### config.mk
export PLATFORM = sky130hd
export DESIGN_NAME = alu_issue_ctrl
export DESIGN_NICKNAME = d
export VERILOG_FILES = /design/src/rtl/alu_pkg.sv /design/src/rtl/alu_regfile.sv /design/src/rtl/alu_issue_ctrl.sv
export SDC_FILE = /design/constraint.sdc
export NUM_CORES = 1
export LEC_CHECK = 0
export BUFFER_PORTS_ARGS = -buffer_cell sky130_fd_sc_hd__clkbuf_2
export CAP_MARGIN = 20
export CORE_MARGIN = 8
export CORE_UTILIZATION = 30
export CTS_CLUSTER_DIAMETER = 150
export CTS_CLUSTER_SIZE = 8
export DETAILED_ROUTE_END_ITERATION = 16
export HOLD_SLACK_MARGIN = 0.05
export PLACE_DENSITY_LB_ADDON = 0.1
export RECOVER_POWER = 25
export SLEW_MARGIN = 5
export SYNTH_ARGS = -nofsm -noshare
export SYNTH_HDL_FRONTEND = slang
export SYNTH_SLANG_ARGS = --single-unit
### constraint.sdc
create_clock -name clk -period 3.45 [get_ports clk]
set_input_delay 0.1725 -clock clk [delete_from_list [all_inputs] [get_ports clk]]
set_output_delay 0.1725 -clock clk [all_outputs]
set_load 0.03 [all_outputs]
### src/rtl/alu_pkg.sv
// Shared opcode and controller state encodings for the ALU issue controller.
package alu_pkg;

    typedef enum logic [2:0] {
        OP_ADD = 3'b000,
        OP_SUB = 3'b001,
        OP_SLL = 3'b010,
        OP_SRL = 3'b011,
        OP_AND = 3'b100,
        OP_OR  = 3'b101,
        OP_XOR = 3'b110,
        OP_EQL = 3'b111
    } alu_op_t;

    typedef enum logic [1:0] {
        ST_IDLE  = 2'd0,
        ST_ISSUE = 2'd1,
        ST_RESP  = 2'd2
    } state_t;

endpackage

### src/rtl/alu_regfile.sv
// 2**AW x DW register file: two combinational read ports, one synchronous write port.
module alu_regfile #(
    parameter int DW = 8,
    parameter int AW = 2
) (
    input  logic          clk,
    input  logic          rst,
    input  logic [AW-1:0] raddr_a,
    input  logic [AW-1:0] raddr_b,
    output logic [DW-1:0] rdata_a,
    output logic [DW-1:0] rdata_b,
    input  logic          we,
    input  logic [AW-1:0] waddr,
    input  logic [DW-1:0] wdata
);

    logic [DW-1:0] regs [2**AW];

    assign rdata_a = regs[raddr_a];
    assign rdata_b = regs[raddr_b];

    always_ff @(posedge clk) begin
        if (rst) begin
            for (int i = 0; i < 2**AW; i++) begin
                regs[i] <= '0;
            end
        end else if (we) begin
            regs[waddr] <= wdata;
        end
    end

endmodule

### src/rtl/alu_issue_ctrl.sv
// Issue controller: loads go straight into the register file, ALU ops take
// one ISSUE cycle on the external ALU and then wait in RESP for the consumer.
module alu_issue_ctrl
    import alu_pkg::*;
#(
    parameter int DW = 8,
    parameter int AW = 2
) (
    input  logic          clk,
    input  logic          rst,
    input  logic          cmd_valid,
    output logic          cmd_ready,
    input  logic          cmd_ld,
    input  logic [2:0]    cmd_op,
    input  logic [AW-1:0] cmd_rd,
    input  logic [AW-1:0] cmd_rs1,
    input  logic [AW-1:0] cmd_rs2,
    input  logic [DW-1:0] cmd_imm,
    output logic [DW-1:0] alu_a,
    output logic [DW-1:0] alu_b,
    output logic [2:0]    alu_op,
    input  logic [DW-1:0] alu_result,
    output logic          rsp_valid,
    input  logic          rsp_ready,
    output logic [DW-1:0] rsp_data,
    output logic [AW-1:0] rsp_rd,
    output state_t        fsm_state
);

    // Handshakes: a command moves on a rising edge with cmd_valid && cmd_ready,
    // a response moves on a rising edge with rsp_valid && rsp_ready; neither
    // side may withdraw or change its payload while waiting.

    state_t        state;
    logic [AW-1:0] rd_q;
    logic          cmd_fire;
    logic          rf_we;
    logic [AW-1:0] rf_waddr;
    logic [DW-1:0] rf_wdata;
    logic [DW-1:0] rf_rdata_a;
    logic [DW-1:0] rf_rdata_b;

    assign cmd_fire  = cmd_valid && cmd_ready;
    assign fsm_state = state;

    // The only writes are an accepted load in IDLE or the ALU write-back that
    // closes ISSUE, so operands latched at accept stay valid through ISSUE.
    always_comb begin
        rf_we    = 1'b0;
        rf_waddr = cmd_rd;
        rf_wdata = cmd_imm;
        if (state == ST_ISSUE) begin
            rf_we    = 1'b1;
            rf_waddr = rd_q;
            rf_wdata = alu_result;
        end else if (cmd_fire && cmd_ld) begin
            rf_we = 1'b1;
        end
    end

    alu_regfile #(.DW(DW), .AW(AW)) u_regfile (
        .clk     (clk),
        .rst     (rst),
        .raddr_a (cmd_rs1),
        .raddr_b (cmd_rs2),
        .rdata_a (rf_rdata_a),
        .rdata_b (rf_rdata_b),
        .we      (rf_we),
        .waddr   (rf_waddr),
        .wdata   (rf_wdata)
    );

    always_ff @(posedge clk) begin
        if (rst) begin
            state     <= ST_IDLE;
            cmd_ready <= 1'b1;
            rd_q      <= '0;
            alu_a     <= '0;
            alu_b     <= '0;
            alu_op    <= '0;
            rsp_valid <= 1'b0;
            rsp_data  <= '0;
            rsp_rd    <= '0;
        end else begin
            case (state)
                ST_IDLE: begin
                    if (cmd_fire && !cmd_ld) begin
                        state     <= ST_ISSUE;
                        cmd_ready <= 1'b0;
                        rd_q      <= cmd_rd;
                        alu_a     <= rf_rdata_a;
                        alu_b     <= rf_rdata_b;
                        alu_op    <= cmd_op;
                    end
                end
                ST_ISSUE: begin
                    state     <= ST_RESP;
                    rsp_valid <= 1'b1;
                    rsp_data  <= alu_result;
                    rsp_rd    <= rd_q;
                    alu_a     <= '0;
                    alu_b     <= '0;
                    alu_op    <= '0;
                end
                ST_RESP: begin
                    if (rsp_ready) begin
                        state     <= ST_IDLE;
                        rsp_valid <= 1'b0;
                        cmd_ready <= 1'b1;
                    end
                end
                default: begin
                    state     <= ST_IDLE;
                    cmd_ready <= 1'b1;
                    rsp_valid <= 1'b0;
                end
            endcase
        end
    end

endmodule
==> flow_summary.yaml, run 1 <==
clock_tree:
  clock_latency_ns: 0.34
  post_cts_resize_count: 0
  cts-root-buf: "clkbuf_8"
  clockBufferDepth: 2
  clk_pin_slew_ns: 0.07
  numCtsBuffers: 9
  h-tree-depth: 3
  postCtsHoldBufs: 3
  cts.sinks: 67
  cts_tree: "done"
  post_cts_buffers: 0
critical_path:
  cp_cell_sequence: "nand2b_1 -> buf_4 -> a31oi_2 -> o21bai_1"
  crit_buf_inv: 1
  crit_arrival_ns: 2.34
  cp_slowest_cell: "o21bai_1"
  end_kind: "register"
  path_delay_family: "compound AO/OA/AOI/OAI gates"
  path_max_fanout: 24
  cp_data_required_time_ns: 3.42
  start_kind: "register"
  path_class: "reg2reg"
  max_stage_delay_ns: 0.67
logic_synthesis:
  postSynthCellCount: 230
  synth_area_um2: 2950
  synth_top_area_cell: "edfxtp_1"
  synth_warnings: 0
  synth_top_area_share_pct: 32.6
  synthDistinctLibCells: 32
  synth_fp_nets: 260
  ys_seq_area_share_pct: 56.4
  syn_avg_cell_area_um2: 12.8
  synth_top_cells_by_area: "edfxtp_1 (33%), dfxtp_1 (24%), mux4_2 (12%)"
  synth-seq-cells: 67
route:
  ant_nets: 0
  drtIter0Drc: 105
  wl_per_cell_um: 16.3
  route.vias.total: 2009
  routed_wirelength_um: 7010
  routed_via_density: 4.67
  first_pass_iters: 4
  drc: 0
placed_design:
  portBuffers: 62
  place.gp.congestion: 0.714
  pre_cts_slack_ns: 1.02
  placed_cells: 410
  hpwl_um: 5090
layout:
  diodes: 0
  syn2layout_area_growth_pct: 20.7
  drive_above_1_share_pct: 24.2
  seq_area_um2: 1660
  instances_no_fill: 430
  multiInputGateArea_um2: 1180
  fill_cells: 999
  finalNetCount: 322
timing:
  hold_viol: 0
  fin_skew_ns: 0.00775
  slew_violations: 0
  slew_headroom_pct: 37.0
  rsz0062_at_grt: "no"
  post-route-period-util_pct: 68.8
  tightest_slew_ns: 0.944
  fmax_ghz: 0.422
  post-route-min-period_ns: 2.37
  setup_viol: 0
  setup_ws_ns: 1.08
  fin_setup_tns_ns: 0
power_and_ir_drop:
  total_power_uw: 1790
  power_density_nw_per_um2: 502
  ir_drop_v: 0.000193
  leakagePower_uw: 0.00131
die:
  initial_utilization_pct: 30.6
  die_w_um: 115
  die_h_um: 115
  core-area_um2: 9640
  io_pins: 63
  core.rowCount: 36
  dieArea_um2: 13200
grt:
  antenna_found_initial: 0
  grt.overflow.total: 0
  grt_max_degree: 34
  grt_usage_pct: 11.0
  grt_pass1_wl_um: 11100
  grt_pass1_vias: 2085
flow_run:
  drv_cap: 0
status:
  status: "finished clean"
hold_path:
  hold_path_class: "in2reg"
## power by group
| part | switching, µW | internal [µW] | leakage [µW] |
|---|---|---|---|
| registers | 26.0 | 873 | 0.000617 |
| clock network | 293 | 385 | 0.000108 |
| logic | 127 | 81.2 | 0.000581 |
| total | 446 | 1340 | 0.00131 |
## path summary, 6_finish.rpt
path	startpoint	end	slack, ns	cells after the start
worst max-delay path	fsm_state[1]$_SDFFE_PP0P_	u_regfile.regs[0][0]$_SDFFCE_PN0P_	1.08	4
worst min-delay path	alu_result[2]	rsp_data[2]$_SDFFE_PP0P_	0.06	3
worst max register to register	fsm_state[1]$_SDFFE_PP0P_	u_regfile.regs[0][0]$_SDFFCE_PN0P_	1.08	4
worst min register to register	rsp_data[2]$_SDFFE_PP0P_	rsp_data[2]$_SDFFE_PP0P_	0.46	2
## synthesized netlist by cell type (all sizes together)
master / count
mux4: 16
buf: 15
and4bb: 1
dfxtp: 35
a22o: 19
nor3: 26
edfxtp: 32
nand2: 21
a21oi: 14
o21bai: 5
nor2: 12
nor4b: 1
a21o: 1
nor3b: 1
nand2b: 1
nor4bb: 2
a31oi: 4
or3b: 1
nand3b: 2
clkbuf: 3
mux2i: 8
and4b: 1
nor2b: 2
o41ai: 2
nand3: 1
a311oi: 1
and2: 1
inv: 2
## layer usage
layer	share of wire, %	GRT usage, %	vias up
met3	6.4	5.09	5
li1	-	-	1011
met1	49	14.0	936
met2	44	16.3	57
met5	0	0	-
met4	0.71	3.15	0
## worst min-delay path, stage by stage
cell and delay [ns]:
clkbuf_2 0.09, nand2_1 0.05, a21oi_1 0.05
## cells in the final DEF (no fill, tap or decap)
cell type,Yosys,layout
edfxtp_1,32,32
and4b_1,1,1
o41ai_1,2,2
and4bb_2,1,1
and2_1,1,1
clkbuf_2,0,32
nor3b_1,0,1
nor2b_1,2,2
mux2i_1,8,8
a31oi_2,3,3
nor3_1,26,26
buf_4,2,4
inv_1,2,2
nor4b_1,1,1
clkbuf_1,3,32
a311oi_4,1,1
nand2b_1,1,1
a22o_1,19,19
nand3_1,1,1
mux4_2,16,16
nand3b_1,2,2
dlygate4sd3_1,0,3
dfxtp_1,35,35
or3b_2,1,1
nor4bb_1,2,2
clkbuf_16,0,1
clkbuf_8,0,13
nor2_1,12,12
a31oi_1,1,1
nand2_1,21,21
a21oi_1,14,14
a21o_1,1,1
o21bai_1,5,5
## cell families after synthesis
kind of cell	synth area share [%]
muxes	15.0
DFF	56.4
AOI/OAI and AO/OA	12.5
and+or+nand+nor	12.6
buffers and inverters	3.48
## flip-flops by register name, indices dropped and copies added (netlist names)
name / count
alu_a: 8
alu_b: 8
alu_op: 3
cmd_ready: 1
fsm_state: 2
rd_q: 2
rsp_data: 8
rsp_rd: 2
rsp_valid: 1
u_regfile.regs: 32
## final cells by class
class | count | area share [%]
clock buffer | 16 | 5.95
timing repair buffer | 69 | 9.36
sequential | 67 | 46.7
inverter | 2 | 0.211
multi-input combinational | 143 | 33.1
tap | 133 | 4.68
## through the flow
stage	instance area, µm²	utilization (%)	hold slack, ns
finish	3560	36.9	0.0623
global route	3560	36.9	0.0610
CTS	3590	37.3	0.0504
detailed placement	3350	34.7	0.389
global placement	3350	34.7	0.389
floorplan	2950	-	0.298
No activity file was read; power rests on OpenSTA's default activity.
==> run 2: changes to the inputs <==
==> constraint.sdc (replaced) <==
create_clock -name clk -period 2.2 [get_ports clk]
set_input_delay 0.11 -clock clk [delete_from_list [all_inputs] [get_ports clk]]
set_output_delay 0.11 -clock clk [all_outputs]
set_load 0.03 [all_outputs]
==> flow_summary.yaml, run 2 (synthesized netlist as in run 1, its figures left out) <==
flow_run:
  drv_cap: 0
die:
  die_h_um: 115
  core-area_um2: 9640
  dieArea_um2: 13200
  die_w_um: 115
  core.rowCount: 36
  io_pins: 63
  initial_utilization_pct: 30.6
power_and_ir_drop:
  power_density_nw_per_um2: 740
  ir_drop_v: 0.000286
  leakagePower_uw: 0.00137
grt:
  grt_max_degree: 25
  antenna_found_initial: 0
  grt.overflow.total: 0
  grt_pass1_wl_um: 11600
  grt_usage_pct: 11.2
  grt_pass1_vias: 2191
route:
  drtIter0Drc: 89
  routed_wirelength_um: 7050
  ant_nets: 0
  routed_via_density: 4.62
  route.vias.total: 2071
  drc: 0
  wl_per_cell_um: 15.7
  first_pass_iters: 4
status:
  status: "finished clean"
layout:
  largest_reg_flops: 32
  layout_common_cells: "dfxtp_1 (35), clkbuf_1 (33), edfxtp_1 (32)"
  syn2layout_area_growth_pct: 25.1
  diodes: 0
  drive_above_1_share_pct: 25.1
  stdcell_area_um2: 3690
  finalNetCount: 340
  regMostFlops: "u_regfile.regs"
  layout_commonest_cell: "dfxtp_1"
timing:
  setup_viol: 0
  fin_skew_ns: 0.00813
  hold_viol: 0
  fin_setup_tns_ns: 0
  fmax_ghz: 0.531
  rsz0062_at_grt: "no"
  post-route-min-period_ns: 1.88
  tightest_slew_ns: 0.535
  post-route-period-util_pct: 85.7
  slew_headroom_pct: 64.2
  slew_violations: 0
critical_path:
  path_max_fanout: 14
  crit_start: "fsm_state[0]$_SDFFE_PP0P_"
  cp_slowest_cell: "dfxtp_1"
  path_class: "reg2reg"
  cp_data_required_time_ns: 2.24
  timing.rr.start: "fsm_state[0]$_SDFFE_PP0P_"
  start_kind: "register"
  max_stage_delay_ns: 0.58
  end_kind: "register"
  crit_buf_inv: 1
  crit_arrival_ns: 1.93
  path_delay_family: "flip-flops"
  cp_cell_sequence: "nor4b_1 -> a31oi_2 -> o21bai_1 -> buf_4"
clock_tree:
  cts-root-buf: "clkbuf_8"
  clk_pin_slew_ns: 0.07
  postCtsHoldBufs: 12
  h-tree-depth: 3
  cts.sinks: 67
  cts_tree: "done"
  numCtsBuffers: 9
  clock_latency_ns: 0.33
  clockBufferDepth: 2
  post_cts_resize_count: 0
  post_cts_buffers: 0
placed_design:
  place_area_um2: 3420
  hpwl_um: 5220
  place.gp.congestion: 0.732
  portBuffers: 62
hold_path:
  hold_path_class: "in2reg"
  min_from: "cmd_rd[0]"
==> run 2: cell count changes in the layout (fill, tap and decap cells not counted), moves of 2 or more <==
cell | before | now
clkinv_2 | 0 | 2
dlygate4sd3_1 | 3 | 12
clkbuf_8 | 13 | 9
clkinv_1 | 0 | 2
buf_4 | 4 | 12
==> run 2: final timing paths <==
kind,to,slack (ns),cells after the start
hold reg to reg,rsp_data[2]$_SDFFE_PP0P_,0.46,2
setup reg to reg,u_regfile.regs[0][7]$_SDFFCE_PN0P_,0.32,4
setup / recovery,u_regfile.regs[0][7]$_SDFFCE_PN0P_,0.32,4
hold / removal,rd_q[0]$_SDFFE_PP0P_,0.09,3
==> run 2: layer usage <==
metal  wire, µm  GRT usage [%]
met1       3480           14.4
met2       3010           16.6
met3        476           4.62
met4         80           3.33
met5          0              0
==> run 2: power by group <==
group / internal [µW] / total (µW) / switching [µW]
clock network: 514 / 966 / 452
logic: 150 / 356 / 206
registers: 1370 / 1410 / 38.9
==> run 2: stage by stage <==
step / util, % / power, µW / std cells / hold slack [ns] / setup WS (ns)
2_1_floorplan: - / 1660 / 230 / 0.235 / 0.141
3_3_place_gp: 35.5 / 1780 / 420 / 0.327 / 0.309
3_5_place_dp: 35.5 / 1790 / 420 / 0.324 / 0.320
4_1_cts: 38.7 / 2780 / 448 / 0.0686 / 0.293
5_1_grt: 38.2 / 2860 / 448 / 0.0896 / 0.144
6_report: 38.2 / 2730 / 448 / 0.0877 / 0.316
==> run 2: worst min-delay path: stages <==
cell      delay [ns]
clkbuf_2        0.12
nand3b_1        0.09
a21oi_1         0.06
==> run 2: area by class of cell <==
| type | count | area, µm² |
|---|---|---|
| Fill cell | 996 | 5950 |
| Sequential cell | 67 | 1660 |
| Multi-Input combinational cell | 143 | 1180 |
| Timing Repair Buffer | 87 | 485 |
| Tap cell | 133 | 166 |
| Clock buffer | 10 | 128 |
| Clock inverter | 6 | 56.3 |
| Inverter | 2 | 7.51 |
==> run 3: changes to the inputs <==
--- a/config.mk
+++ b/config.mk
@@ -18,4 +18,5 @@
 export SLEW_MARGIN = 5
 export SYNTH_ARGS = -nofsm -noshare
 export SYNTH_HDL_FRONTEND = slang
+export SYNTH_HIERARCHICAL = 1
 export SYNTH_SLANG_ARGS = --single-unit
==> flow_summary.yaml, run 3 <==
status:
  status: "finished clean"
timing:
  setup_viol: 0
  fin_setup_tns_ns: 0
  rsz0062_at_grt: "no"
  post-route-min-period_ns: 1.85
  setup_ws_ns: 0.348
  fin_skew_ns: 0.0104
  tightest_slew_ns: 1.02
  slew_violations: 0
  slew_headroom_pct: 32.2
  post-route-period-util_pct: 84.2
  fmax_ghz: 0.540
  hold_viol: 0
grt:
  grt_usage_pct: 11.2
  grt_pass1_vias: 2049
  grt_max_degree: 28
  grt_pass1_wl_um: 11200
  antenna_found_initial: 0
  grt.overflow.total: 0
layout:
  drive_above_1_share_pct: 26.0
  layout_commonest_cell: "nand2_1"
  regMostFlops: "u_regfile/regs"
  stdcell_area_um2: 3670
  syn2layout_area_growth_pct: 25.0
  diodes: 0
  largest_reg_flops: 32
  instances_no_fill: 448
  finalNetCount: 340
  layout_common_cells: "nand2_1 (41), dfxtp_1 (35), clkbuf_1 (35)"
  fill_cells: 1014
hold_path:
  holdPathStages: 3
  hold_path_class: "in2reg"
  hold_end: "rsp_valid$_SDFFE_PP0P_"
  min_from: "rsp_ready"
route:
  drtIter0Drc: 60
  drc: 0
  routed_wirelength_um: 7000
  ant_nets: 0
  first_pass_iters: 4
  wl_per_cell_um: 15.6
  route.vias.total: 2023
  routed_via_density: 4.52
placed_design:
  hpwl_um: 5100
  place.gp.congestion: 0.760
  placed_cells: 419
  pre_cts_slack_ns: 0.374
  portBuffers: 62
  place_area_um2: 3400
power_and_ir_drop:
  leakagePower_uw: 0.00143
  ir_drop_v: 0.000355
  power_density_nw_per_um2: 735
logic_synthesis:
  synthArstFlopShare_pct: 0
  yosysMostFrequentCell: "nand2_1"
  syn_avg_cell_area_um2: 12.8
  ys.flop_type: "dfxtp_1"
  synth_top_area_share_pct: 32.8
  synth_top_cells_by_area: "edfxtp_1 (33%), dfxtp_1 (24%), mux4_2 (12%)"
  ys_seq_area_share_pct: 56.7
  synth-edff-count: 32
  synth_top_cells_by_count: "nand2_1 (41), dfxtp_1 (35), edfxtp_1 (32), and2_1 (24), a22o_1 (19)"
  synth-seq-cells: 67
  synthDistinctLibCells: 29
  synth_warnings: 6
  synth_fp_nets: 259
  synth_top_area_cell: "edfxtp_1"
  postSynthCellCount: 229
  synth_area_um2: 2930
critical_path:
  crit_arrival_ns: 2.13
  r2r-end: "alu_a[7]$_SDFFE_PP0P_"
  end_kind: "register"
  start_kind: "register"
  crit_start: "cmd_ready$_SDFFE_PP1P_"
  path_max_fanout: 20
  cp_data_required_time_ns: 2.48
  r2r_slack_ns: 0.35
  r2r_cells: 4
  path_class: "reg2reg"
  timing.rr.start: "cmd_ready$_SDFFE_PP1P_"
clock_tree:
  clock_latency_ns: 0.34
  cts.sinks: 67
  post_cts_resize_count: 0
  postCtsHoldBufs: 13
  post_cts_buffers: 0
  h-tree-depth: 3
  clockBufferDepth: 2
  cts_tree: "done"
  cts-root-buf: "clkbuf_8"
  numCtsBuffers: 9
  clk_pin_slew_ns: 0.07
die:
  die_h_um: 115
  dieArea_um2: 13200
  die_w_um: 115
  core.rowCount: 36
  io_pins: 63
  initial_utilization_pct: 30.4
  core-area_um2: 9640
flow_run:
  drv_cap: 0
[run 3: cell types whose count changed in the layout (fill, tap and decap cells not counted), moves of 3 or more]
cell	previous run	this run
nor3_1	26	2
a31oi_2	3	0
nand2b_1	1	6
and2_1	1	24
clkbuf_8	9	12
mux2i_1	8	2
buf_4	12	6
and2_2	0	8
nand2_1	21	41
a21oi_1	14	11
nor2_1	12	5
[run 3: worst max-delay path: stages, from the launching register on]
cell	delay [ns]
dfxtp_1	0.45
nand3b_1	0.14
nor4_2	0.14
clkbuf_1	0.78
a22o_1	0.26
[run 3: per-stage QoR]
stage / util, % / hold slack (ns) / total power [µW]
after floorplan: - / 0.243 / 1650
after global placement: 35.2 / 0.330 / 1770
after detailed placement: 35.2 / 0.333 / 1770
after CTS: 38.5 / 0.0622 / 2750
after global routing: 38.0 / 0.0899 / 2830
final: 38.0 / 0.0797 / 2700
[run 3: area by class of cell]
cell class | instances | area [µm²] | area share (%)
Sequential cell | 67 | 1660 | 45.3
Multi-Input combinational cell | 149 | 1200 | 32.8
Timing Repair Buffer | 82 | 450 | 12.3
Clock buffer | 15 | 176 | 4.81
Tap cell | 133 | 166 | 4.54
Clock inverter | 1 | 6.26 | 0.171
Inverter | 1 | 3.75 | 0.102
[run 3: worst max-delay path by stage]
stage,end,slack [ns],cells past startpoint
after CTS,u_regfile/regs[1][1]$_SDFFCE_PN0P_,0.34,5
after detailed placement,u_regfile/regs[1][1]$_SDFFCE_PN0P_,0.37,5
final,alu_a[7]$_SDFFE_PP0P_,0.35,4
after floorplan,u_regfile/regs[2][0]$_SDFFCE_PN0P_,0.002,6
after global routing,u_regfile/regs[2][2]$_SDFFCE_PN0P_,0.14,6
after global placement,u_regfile/regs[0][7]$_SDFFCE_PN0P_,0.44,5
[run 3: kinds of logic (layout without fill, tap and decap cells)]
logic type             count (synthesis)  count (layout)  synth area share (%)
AND/OR/NAND/NOR                       94              94                  17.7
AO/OA/AOI/OAI                         37              37                  10.1
multiplexers                          18              18                  13.0
flip-flops                            67              67                  56.7
buffers and inverters                 13              99                  2.56
[run 3: per-layer routing]
metal	share of wire, %	GRT usage [%]	up-vias
met1	49	14.4	948
li1	-	-	1005
met4	1.3	3.94	0
met3	6.8	4.83	7
met5	0	0	-
met2	43	16.3	63
[run 3: report_power, final]
part | switching [µW] | leakage [µW] | internal, µW | total (µW)
clock network | 444 | 0.0000943 | 505 | 949
registers | 36.3 | 0.000617 | 1370 | 1410
logic | 194 | 0.000716 | 147 | 341
